<file path="src/rtl/voice_pipeline.sv">
// Polyphonic voice allocator, per-voice ADSR envelope and three-stage mixer.
// Sits between the MIDI decoder and the DAC; the per-voice oscillators live
// outside and are fed through voice_note / voice_clear.

package MIDI;
    localparam logic STATUS_OFF = 1'b0;
    localparam logic STATUS_ON  = 1'b1;

    typedef struct packed {
        logic       status;
        logic [6:0] note_number;
        logic [6:0] velocity;
    } note_change_t;
endpackage

module voice_pipeline #(
    parameter int NUM_VOICES      = 4,
    parameter int AUDIO_BIT_WIDTH = 16,
    parameter int DATA_WIDTH      = 7,
    parameter int ENV_WIDTH       = 16,
    parameter int TICK_DIV        = 500
) (
    input  logic                                  clock_50_000_000,
    input  logic                                  reset_l,
    // note is sampled on every cycle where note_ready is high; there is no
    // back-pressure, so one event per cycle is always accepted.
    input  MIDI::note_change_t                    note,
    input  logic                                  note_ready,
    input  logic [ENV_WIDTH-1:0]                  attack_step,
    input  logic [ENV_WIDTH-1:0]                  decay_step,
    input  logic [ENV_WIDTH-1:0]                  release_step,
    input  logic [ENV_WIDTH-1:0]                  sustain_level,
    input  logic [NUM_VOICES*AUDIO_BIT_WIDTH-1:0] voice_wave,
    output logic [NUM_VOICES*DATA_WIDTH-1:0]      voice_note,
    output logic [NUM_VOICES-1:0]                 voice_clear,
    output logic [NUM_VOICES-1:0]                 voice_active,
    output logic [AUDIO_BIT_WIDTH-1:0]            audio,
    output logic [3*NUM_VOICES-1:0]               voice_state_dbg
);

    localparam int VW = $clog2(NUM_VOICES);
    localparam int CW = $clog2(TICK_DIV);
    localparam int PW = AUDIO_BIT_WIDTH + ENV_WIDTH;
    localparam int GW = AUDIO_BIT_WIDTH + DATA_WIDTH + 1;
    localparam int SW = AUDIO_BIT_WIDTH + VW;

    localparam logic [2:0] ST_IDLE    = 3'd0;
    localparam logic [2:0] ST_ATTACK  = 3'd1;
    localparam logic [2:0] ST_DECAY   = 3'd2;
    localparam logic [2:0] ST_SUSTAIN = 3'd3;
    localparam logic [2:0] ST_RELEASE = 3'd4;

    localparam logic [ENV_WIDTH-1:0] ENV_MAX = '1;

    logic [CW-1:0]              tick_cnt_q;
    logic                       tick;

    logic [2:0]                 state_q [NUM_VOICES];
    logic [2:0]                 state_d [NUM_VOICES];
    logic [ENV_WIDTH-1:0]       level_q [NUM_VOICES];
    logic [ENV_WIDTH-1:0]       level_d [NUM_VOICES];
    logic [DATA_WIDTH-1:0]      note_q  [NUM_VOICES];
    logic [DATA_WIDTH-1:0]      note_d  [NUM_VOICES];
    logic [DATA_WIDTH-1:0]      vel_q   [NUM_VOICES];
    logic [DATA_WIDTH-1:0]      vel_d   [NUM_VOICES];
    logic [NUM_VOICES-1:0]      clear_q, clear_d;
    logic [VW-1:0]              steal_q, steal_d;

    logic                       ev_on, ev_off;
    logic [DATA_WIDTH-1:0]      ev_note, ev_vel;
    logic                       hit_found, idle_found, rel_found;
    logic [VW-1:0]              hit_idx, idle_idx, rel_idx;
    logic [VW-1:0]              alloc_idx;
    logic                       alloc_keep;

    logic [PW-1:0]              prod1   [NUM_VOICES];
    logic [GW-1:0]              prod2   [NUM_VOICES];
    logic [AUDIO_BIT_WIDTH-1:0] p_d     [NUM_VOICES];
    logic [AUDIO_BIT_WIDTH-1:0] p_q     [NUM_VOICES];
    logic [DATA_WIDTH-1:0]      pv_q    [NUM_VOICES];
    logic [AUDIO_BIT_WIDTH-1:0] g_d     [NUM_VOICES];
    logic [AUDIO_BIT_WIDTH-1:0] g_q     [NUM_VOICES];
    logic [SW-1:0]              mix_sum;
    logic [AUDIO_BIT_WIDTH-1:0] audio_d, audio_q;

    assign tick    = (tick_cnt_q == CW'(TICK_DIV - 1));
    assign ev_on   = note_ready && (note.status == MIDI::STATUS_ON);
    assign ev_off  = note_ready && (note.status == MIDI::STATUS_OFF);
    assign ev_note = DATA_WIDTH'(note.note_number);
    assign ev_vel  = DATA_WIDTH'(note.velocity);

    // Free-running envelope tick divider.
    always_ff @(posedge clock_50_000_000 or negedge reset_l) begin
        if (!reset_l) begin
            tick_cnt_q <= '0;
        end else if (tick) begin
            tick_cnt_q <= '0;
        end else begin
            tick_cnt_q <= tick_cnt_q + 1'b1;
        end
    end

    // Pick the voice for a note-on: retrigger, then idle, then releasing, then steal.
    always_comb begin
        hit_found  = 1'b0;
        hit_idx    = '0;
        idle_found = 1'b0;
        idle_idx   = '0;
        rel_found  = 1'b0;
        rel_idx    = '0;
        // Scan downwards so the lowest matching index is the one kept.
        for (int v = NUM_VOICES - 1; v >= 0; v--) begin
            if (state_q[v] != ST_IDLE && note_q[v] == ev_note) begin
                hit_found = 1'b1;
                hit_idx   = VW'(v);
            end
            if (state_q[v] == ST_IDLE) begin
                idle_found = 1'b1;
                idle_idx   = VW'(v);
            end
            if (state_q[v] == ST_RELEASE) begin
                rel_found = 1'b1;
                rel_idx   = VW'(v);
            end
        end
        alloc_idx  = steal_q;
        alloc_keep = 1'b0;
        steal_d    = steal_q;
        if (hit_found) begin
            alloc_idx  = hit_idx;
            alloc_keep = 1'b1;
        end else if (idle_found) begin
            alloc_idx = idle_idx;
        end else if (rel_found) begin
            alloc_idx = rel_idx;
        end else if (ev_on) begin
            // Power-of-two voice count makes the natural wrap the modulo.
            steal_d = steal_q + 1'b1;
        end
    end

    // Per-voice next state: an event on a voice overrides that voice's tick.
    always_comb begin
        clear_d = '0;
        for (int v = 0; v < NUM_VOICES; v++) begin
            state_d[v] = state_q[v];
            level_d[v] = level_q[v];
            note_d[v]  = note_q[v];
            vel_d[v]   = vel_q[v];
            if (ev_on && alloc_idx == VW'(v)) begin
                state_d[v] = ST_ATTACK;
                note_d[v]  = ev_note;
                vel_d[v]   = ev_vel;
                clear_d[v] = 1'b1;
                if (!alloc_keep) begin
                    level_d[v] = '0;
                end
            end else if (ev_off && note_q[v] == ev_note &&
                         (state_q[v] == ST_ATTACK || state_q[v] == ST_DECAY ||
                          state_q[v] == ST_SUSTAIN)) begin
                state_d[v] = ST_RELEASE;
            end else if (tick) begin
                case (state_q[v])
                    ST_ATTACK: begin
                        if (attack_step == '0 ||
                            ({1'b0, level_q[v]} + {1'b0, attack_step}) >= {1'b0, ENV_MAX}) begin
                            level_d[v] = ENV_MAX;
                            state_d[v] = ST_DECAY;
                        end else begin
                            level_d[v] = level_q[v] + attack_step;
                        end
                    end
                    ST_DECAY: begin
                        if (sustain_level >= level_q[v]) begin
                            state_d[v] = ST_SUSTAIN;
                        end else if (level_q[v] - sustain_level <= decay_step) begin
                            level_d[v] = sustain_level;
                            state_d[v] = ST_SUSTAIN;
                        end else begin
                            level_d[v] = level_q[v] - decay_step;
                        end
                    end
                    ST_RELEASE: begin
                        if (level_q[v] <= release_step) begin
                            level_d[v] = '0;
                            state_d[v] = ST_IDLE;
                        end else begin
                            level_d[v] = level_q[v] - release_step;
                        end
                    end
                    default: ;
                endcase
            end
        end
    end

    // Voice registers, clear pulses and steal pointer.
    always_ff @(posedge clock_50_000_000 or negedge reset_l) begin
        if (!reset_l) begin
            for (int v = 0; v < NUM_VOICES; v++) begin
                state_q[v] <= ST_IDLE;
                level_q[v] <= '0;
                note_q[v]  <= '0;
                vel_q[v]   <= '0;
            end
            clear_q <= '0;
            steal_q <= '0;
        end else begin
            for (int v = 0; v < NUM_VOICES; v++) begin
                state_q[v] <= state_d[v];
                level_q[v] <= level_d[v];
                note_q[v]  <= note_d[v];
                vel_q[v]   <= vel_d[v];
            end
            clear_q <= clear_d;
            steal_q <= steal_d;
        end
    end

    // Mixer arithmetic: envelope gain, velocity gain, then average of voices.
    always_comb begin
        mix_sum = '0;
        for (int v = 0; v < NUM_VOICES; v++) begin
            prod1[v] = PW'(voice_wave[v*AUDIO_BIT_WIDTH +: AUDIO_BIT_WIDTH]) * PW'(level_q[v]);
            p_d[v]   = (state_q[v] == ST_IDLE) ? '0 : AUDIO_BIT_WIDTH'(prod1[v] >> ENV_WIDTH);
            prod2[v] = GW'(p_q[v]) * (GW'(pv_q[v]) + GW'(1));
            g_d[v]   = AUDIO_BIT_WIDTH'(prod2[v] >> DATA_WIDTH);
            mix_sum  = mix_sum + SW'(g_q[v]);
        end
        audio_d = AUDIO_BIT_WIDTH'(mix_sum >> VW);
    end

    // Three pipeline stages; velocity travels with its S1 product.
    always_ff @(posedge clock_50_000_000 or negedge reset_l) begin
        if (!reset_l) begin
            for (int v = 0; v < NUM_VOICES; v++) begin
                p_q[v]  <= '0;
                pv_q[v] <= '0;
                g_q[v]  <= '0;
            end
            audio_q <= '0;
        end else begin
            for (int v = 0; v < NUM_VOICES; v++) begin
                p_q[v]  <= p_d[v];
                pv_q[v] <= vel_q[v];
                g_q[v]  <= g_d[v];
            end
            audio_q <= audio_d;
        end
    end

    // Flatten per-voice registers onto the output buses.
    always_comb begin
        for (int v = 0; v < NUM_VOICES; v++) begin
            voice_note[v*DATA_WIDTH +: DATA_WIDTH] = note_q[v];
            voice_active[v]                        = (state_q[v] != ST_IDLE);
            voice_state_dbg[v*3 +: 3]              = state_q[v];
        end
    end

    assign voice_clear = clear_q;
    assign audio       = audio_q;

endmodule

</file>
<file path="config.mk">
export PLATFORM = sky130hd
export DESIGN_NAME = voice_pipeline
export DESIGN_NICKNAME = d
export VERILOG_FILES = /design/src/rtl/voice_pipeline.sv
export SDC_FILE = /design/constraint.sdc
export NUM_CORES = 2
export LEC_CHECK = 0
export ABC_AREA = 1
export BUFFER_PORTS_ARGS = -buffer_cell sky130_fd_sc_hd__buf_4
export CAP_MARGIN = 5
export CORE_UTILIZATION = 24
export CTS_CLUSTER_SIZE = 25
export DETAILED_ROUTE_END_ITERATION = 10
export PLACE_DENSITY = 0.35
export SLEW_MARGIN = 20
export SYNTH_ARGS = -nofsm -noshare
export SYNTH_HDL_FRONTEND = slang
export SYNTH_SLANG_ARGS = --single-unit
</file>
<file path="constraint.sdc">
create_clock -name clock_50_000_000 -period 9.64 [get_ports clock_50_000_000]
set_input_delay 0.964 -clock clock_50_000_000 [delete_from_list [all_inputs] [get_ports clock_50_000_000]]
set_output_delay 0.964 -clock clock_50_000_000 [all_outputs]
set_load 0.03 [all_outputs]
</file>
==> impl_metrics.json <==
{
  "endpoint_kind": "flip-flop",
  "swShare_pct": 59.9,
  "dp_hpwl_um": 256000,
  "insertion_delay_ns": 0.67,
  "synthArstFlopShare_pct": 100,
  "worstHoldPathType": "primary input to asynchronous set/reset pin",
  "synth_cell_types": 57,
  "routedWlPerCell_um": 20.7,
  "row_count": 210,
  "pwr-share-seq_pct": 10.2,
  "avgSynthCellArea_um2": 7.27,
  "finalSetupViolCount": 0,
  "cts_resized": 0,
  "fmax_mhz": 155,
  "hold_viol": 0,
  "die_h_um": 576,
  "core-area_um2": 327000,
  "outcome": "finished, final reports clean",
  "ir_worst_vdd_uv": 997,
  "grt_max_degree": 68,
  "intPower_uw": 8730,
  "syn_inst": 10900,
  "fin_crit_ns": 6.45,
  "p_leak_uw": 0.0485,
  "grt_setup_unrepaired": "no",
  "ys_warn_count": 0,
  "viasPerCell": 4.52,
  "criticalPathCategory": "flip-flop to flip-flop",
  "dr.pass1.iters": 6,
  "io_buffers": 209,
  "worstPathArrival_ns": 7.03,
  "fin_area_um2": 86900,
  "synth_enable_flop_cells": 0,
  "tns_ns": 0,
  "path_max_fanout": 13,
  "nNetsFinal": 13100,
  "fillers": 36400,
  "final_max_slew_viol_count": 0,
  "finalWirelength_um": 316000,
  "dieArea_um2": 331000,
  "place.gp.congestion": 0.908,
  "num_vias": 68900,
  "p_per_area_nw_per_um2": 251,
  "reg2regPathDepth": 22,
  "die_w_um": 576,
  "syn_to_final_growth_pct": 10.0,
  "root_buffer": "clkbuf_16",
  "ys_seq_area_share_pct": 10.1,
  "syn-cell-area_um2": 79000,
  "pin_count": 210,
  "post_cts_buffers": 0,
  "cts_max_level": 2,
  "grt_pass1_vias": 72500,
  "hold_buffers": 0,
  "syn_nets": 13100,
  "cts_buffers": 46,
  "grt_usage_pct": 19.0,
  "crit_start": "level_q[17]$_DFFE_PN0P_",
  "maxSlewHeadroom_pct": 27.3,
  "p_comb_share_pct": 81.8,
  "clockBufferDepth": 3,
  "ant_nets": 0,
  "r2r_slack_ns": 3.19,
  "cts_tree": "built",
  "r2r-start": "level_q[17]$_DFFE_PN0P_",
  "ys_seq_elements": 319,
  "yosys_most_used_dff": "dfrtp_1",
  "cp.required_ns": 10.22,
  "fin_total_pwr_uw": 21800,
  "power_switching_uw": 13000,
  "drive_gt1_share_pct": 4.37,
  "r2r-end": "p_q[29]$_DFF_PN0_",
  "drc_errors": 0,
  "worst_pin_slew_ns": 1.09,
  "drtIter0Drc": 3981,
  "place_area_um2": 85400,
  "clk_pin_slew_worst_paths_ns": 0.07,
  "antenna_found_initial": 20,
  "grt_overflow_total": 0,
  "cts_sinks": 319,
  "finClkSkew_ns": 0.0200,
  "grt_pass1_wl_um": 473000,
  "maxCapViolCount": 0,
  "clkPwrFrac_pct": 8.0,
  "start_util_pct": 24.1,
  "fin_crit_sh_pct": 66.9,
  "cp-start-kind": "flip-flop"
}
## cell type report
cell class | count | area [um2] | area share (%)
Multi-Input combinational cell | 7714 | 60300 | 69.4
Inverter | 2486 | 9330 | 10.7
Sequential cell | 319 | 7980 | 9.19
Tap cell | 4346 | 5440 | 6.26
Timing Repair Buffer | 310 | 2330 | 2.69
Clock buffer | 56 | 1250 | 1.44
Clock inverter | 26 | 254 | 0.292
Antenna cell | 6 | 15.0 | 0.0173
## layer usage
| layer | GRT usage [%] | vias to the layer above | share of wire [%] |
|---|---|---|---|
| met1 | 26.4 | 34100 | 47 |
| met5 | 0 | - | 0.018 |
| met2 | 32.0 | 1494 | 46 |
| met4 | 4.18 | 8 | 2.4 |
| met3 | 1.68 | 254 | 4.0 |
| li1 | - | 33100 | - |
## stage by stage
stage                     hold slack (ns)  std cells  util [%]  setup WS [ns]
after floorplan                     0.354      10900         -           3.52
after global placement              0.361      15200      26.1           3.05
after detailed placement            0.360      15200      26.1           3.02
after CTS                           0.304      15300      26.5           3.21
after global routing                0.329      15300      26.5           2.88
final                               0.309      15300      26.5           3.19
## synthesized netlist by cell type, types with 3 or more instances
library cell / count / area share, %
buf_6: 3 / 0.043
a31oi_1: 40 / 0.32
buf_4: 4 / 0.038
clkbuf_1: 309 / 1.5
or2_2: 20 / 0.16
a21oi_1: 588 / 3.7
nor3_1: 82 / 0.52
nand4_1: 108 / 0.86
dfrtp_1: 319 / 10
a211oi_1: 8 / 0.076
a21boi_0: 12 / 0.11
a31o_2: 4 / 0.044
a221oi_1: 6 / 0.067
nor2_2: 8 / 0.063
nand3_1: 350 / 2.2
xor2_1: 170 / 1.9
o31ai_1: 9 / 0.086
nand2_2: 17 / 0.13
a21o_1: 44 / 0.42
clkinv_1: 9 / 0.043
nor4_1: 12 / 0.095
o21a_1: 25 / 0.24
inv_2: 20 / 0.095
buf_1: 6 / 0.029
o21ai_0: 345 / 2.2
nand3_2: 6 / 0.076
inv_1: 2456 / 12
ha_1: 896 / 14
buf_2: 24 / 0.15
nand2_4: 3 / 0.043
o211ai_1: 28 / 0.27
nand2_1: 2694 / 13
o221ai_1: 8 / 0.089
nor3b_1: 7 / 0.067
xnor2_1: 118 / 1.3
o21bai_1: 53 / 0.50
fa_1: 1148 / 29
o2111ai_1: 7 / 0.078
o21ai_1: 23 / 0.15
nor2_1: 824 / 3.9
nand3b_1: 28 / 0.27
## worst max path at each step
stage	to	slack [ns]
3_5_place_dp	p_q[8]$_DFF_PN0_	3.02
4_1_cts	p_q[8]$_DFF_PN0_	3.21
6_report	p_q[29]$_DFF_PN0_	3.19
2_1_floorplan	p_q[57]$_DFF_PN0_	3.52
5_1_grt	p_q[8]$_DFF_PN0_	2.88
3_3_place_gp	p_q[8]$_DFF_PN0_	3.05
## worst max-delay path, cell delays in order (launching register included)
cell      delay (ns)
dfrtp_1         0.84
buf_4           0.36
nand2_1         0.11
fa_1            0.51
fa_1            0.58
fa_1            0.45
fa_1            0.54
inv_1           0.05
fa_1            0.51
inv_1           0.07
fa_1            0.47
inv_1           0.04
ha_1            0.31
nand2_1         0.11
nor3_1          0.20
nand2_1         0.07
a21boi_0        0.43
nor3_1          0.10
a21oi_1         0.24
a21oi_1         0.13
nand2_1         0.07
nand2_1         0.04
nor2_1          0.11
## state kept, by name, indices dropped and copies added (netlist names)
| signal | flops |
|---|---|
| level_q | 64 |
| voice_clear | 4 |
| p_q | 64 |
| steal_q | 2 |
| g_q | 64 |
| pv_q | 28 |
| vel_q | 28 |
| voice_state_dbg | 12 |
| tick_cnt_q | 9 |
| audio | 16 |
| voice_note | 28 |
## cells in the final DEF, fill, tap and decap left out, types with 6 or more instances in the layout
| cell | synthesis | final |
|---|---|---|
| nand2_1 | 2694 | 2694 |
| inv_1 | 2456 | 2456 |
| fa_1 | 1148 | 1148 |
| ha_1 | 896 | 896 |
| nor2_1 | 824 | 824 |
| a21oi_1 | 588 | 588 |
| nand3_1 | 350 | 350 |
| o21ai_0 | 345 | 345 |
| dfrtp_1 | 319 | 319 |
| buf_4 | 4 | 309 |
| xor2_1 | 170 | 170 |
| xnor2_1 | 118 | 118 |
| nand4_1 | 108 | 108 |
| nor3_1 | 82 | 81 |
| o21bai_1 | 53 | 53 |
| clkbuf_16 | 0 | 46 |
| a21o_1 | 44 | 44 |
| a31oi_1 | 40 | 40 |
| o211ai_1 | 28 | 28 |
| nand3b_1 | 28 | 28 |
| o21a_1 | 25 | 25 |
| o21ai_1 | 23 | 23 |
| or2_2 | 20 | 20 |
| inv_2 | 20 | 20 |
| nand2_2 | 17 | 17 |
| a21boi_0 | 12 | 12 |
| nor4_1 | 12 | 12 |
| clkinv_2 | 1 | 12 |
| o31ai_1 | 9 | 9 |
| clkinv_1 | 9 | 9 |
| o221ai_1 | 8 | 8 |
| a211oi_1 | 8 | 8 |
| nor2_2 | 8 | 8 |
| nor3b_1 | 7 | 7 |
| o2111ai_1 | 7 | 7 |
| diode_2 | 0 | 6 |
| a221oi_1 | 6 | 6 |
| nand3_2 | 6 | 6 |
| clkinvlp_4 | 0 | 6 |
| clkbuf_8 | 0 | 6 |
## cells by family (layout without fill, tap and decap cells)
kind of cell,count (synthesis),after routing,share of synthesized area [%]
simple gates,4171,4171,21.4
buf+inv,2833,2878,13.6
xor+xnor,288,288,3.19
flops,319,319,10.1
compound gates,1211,1211,8.48
fa+ha+maj,2044,2044,43.3
other cells,0,6,0
## power groups by stage
stage | Sequential [uW] | Combinational, uW | Clock, uW
floorplan | 2150 | 12300 | 0
global route | 2280 | 20600 | 1860
finish | 2220 | 17800 | 1750
global placement | 2260 | 18300 | 0
CTS | 2240 | 18300 | 1820
detailed placement | 2260 | 18200 | 0
No activity file was read; power rests on OpenSTA's default activity.
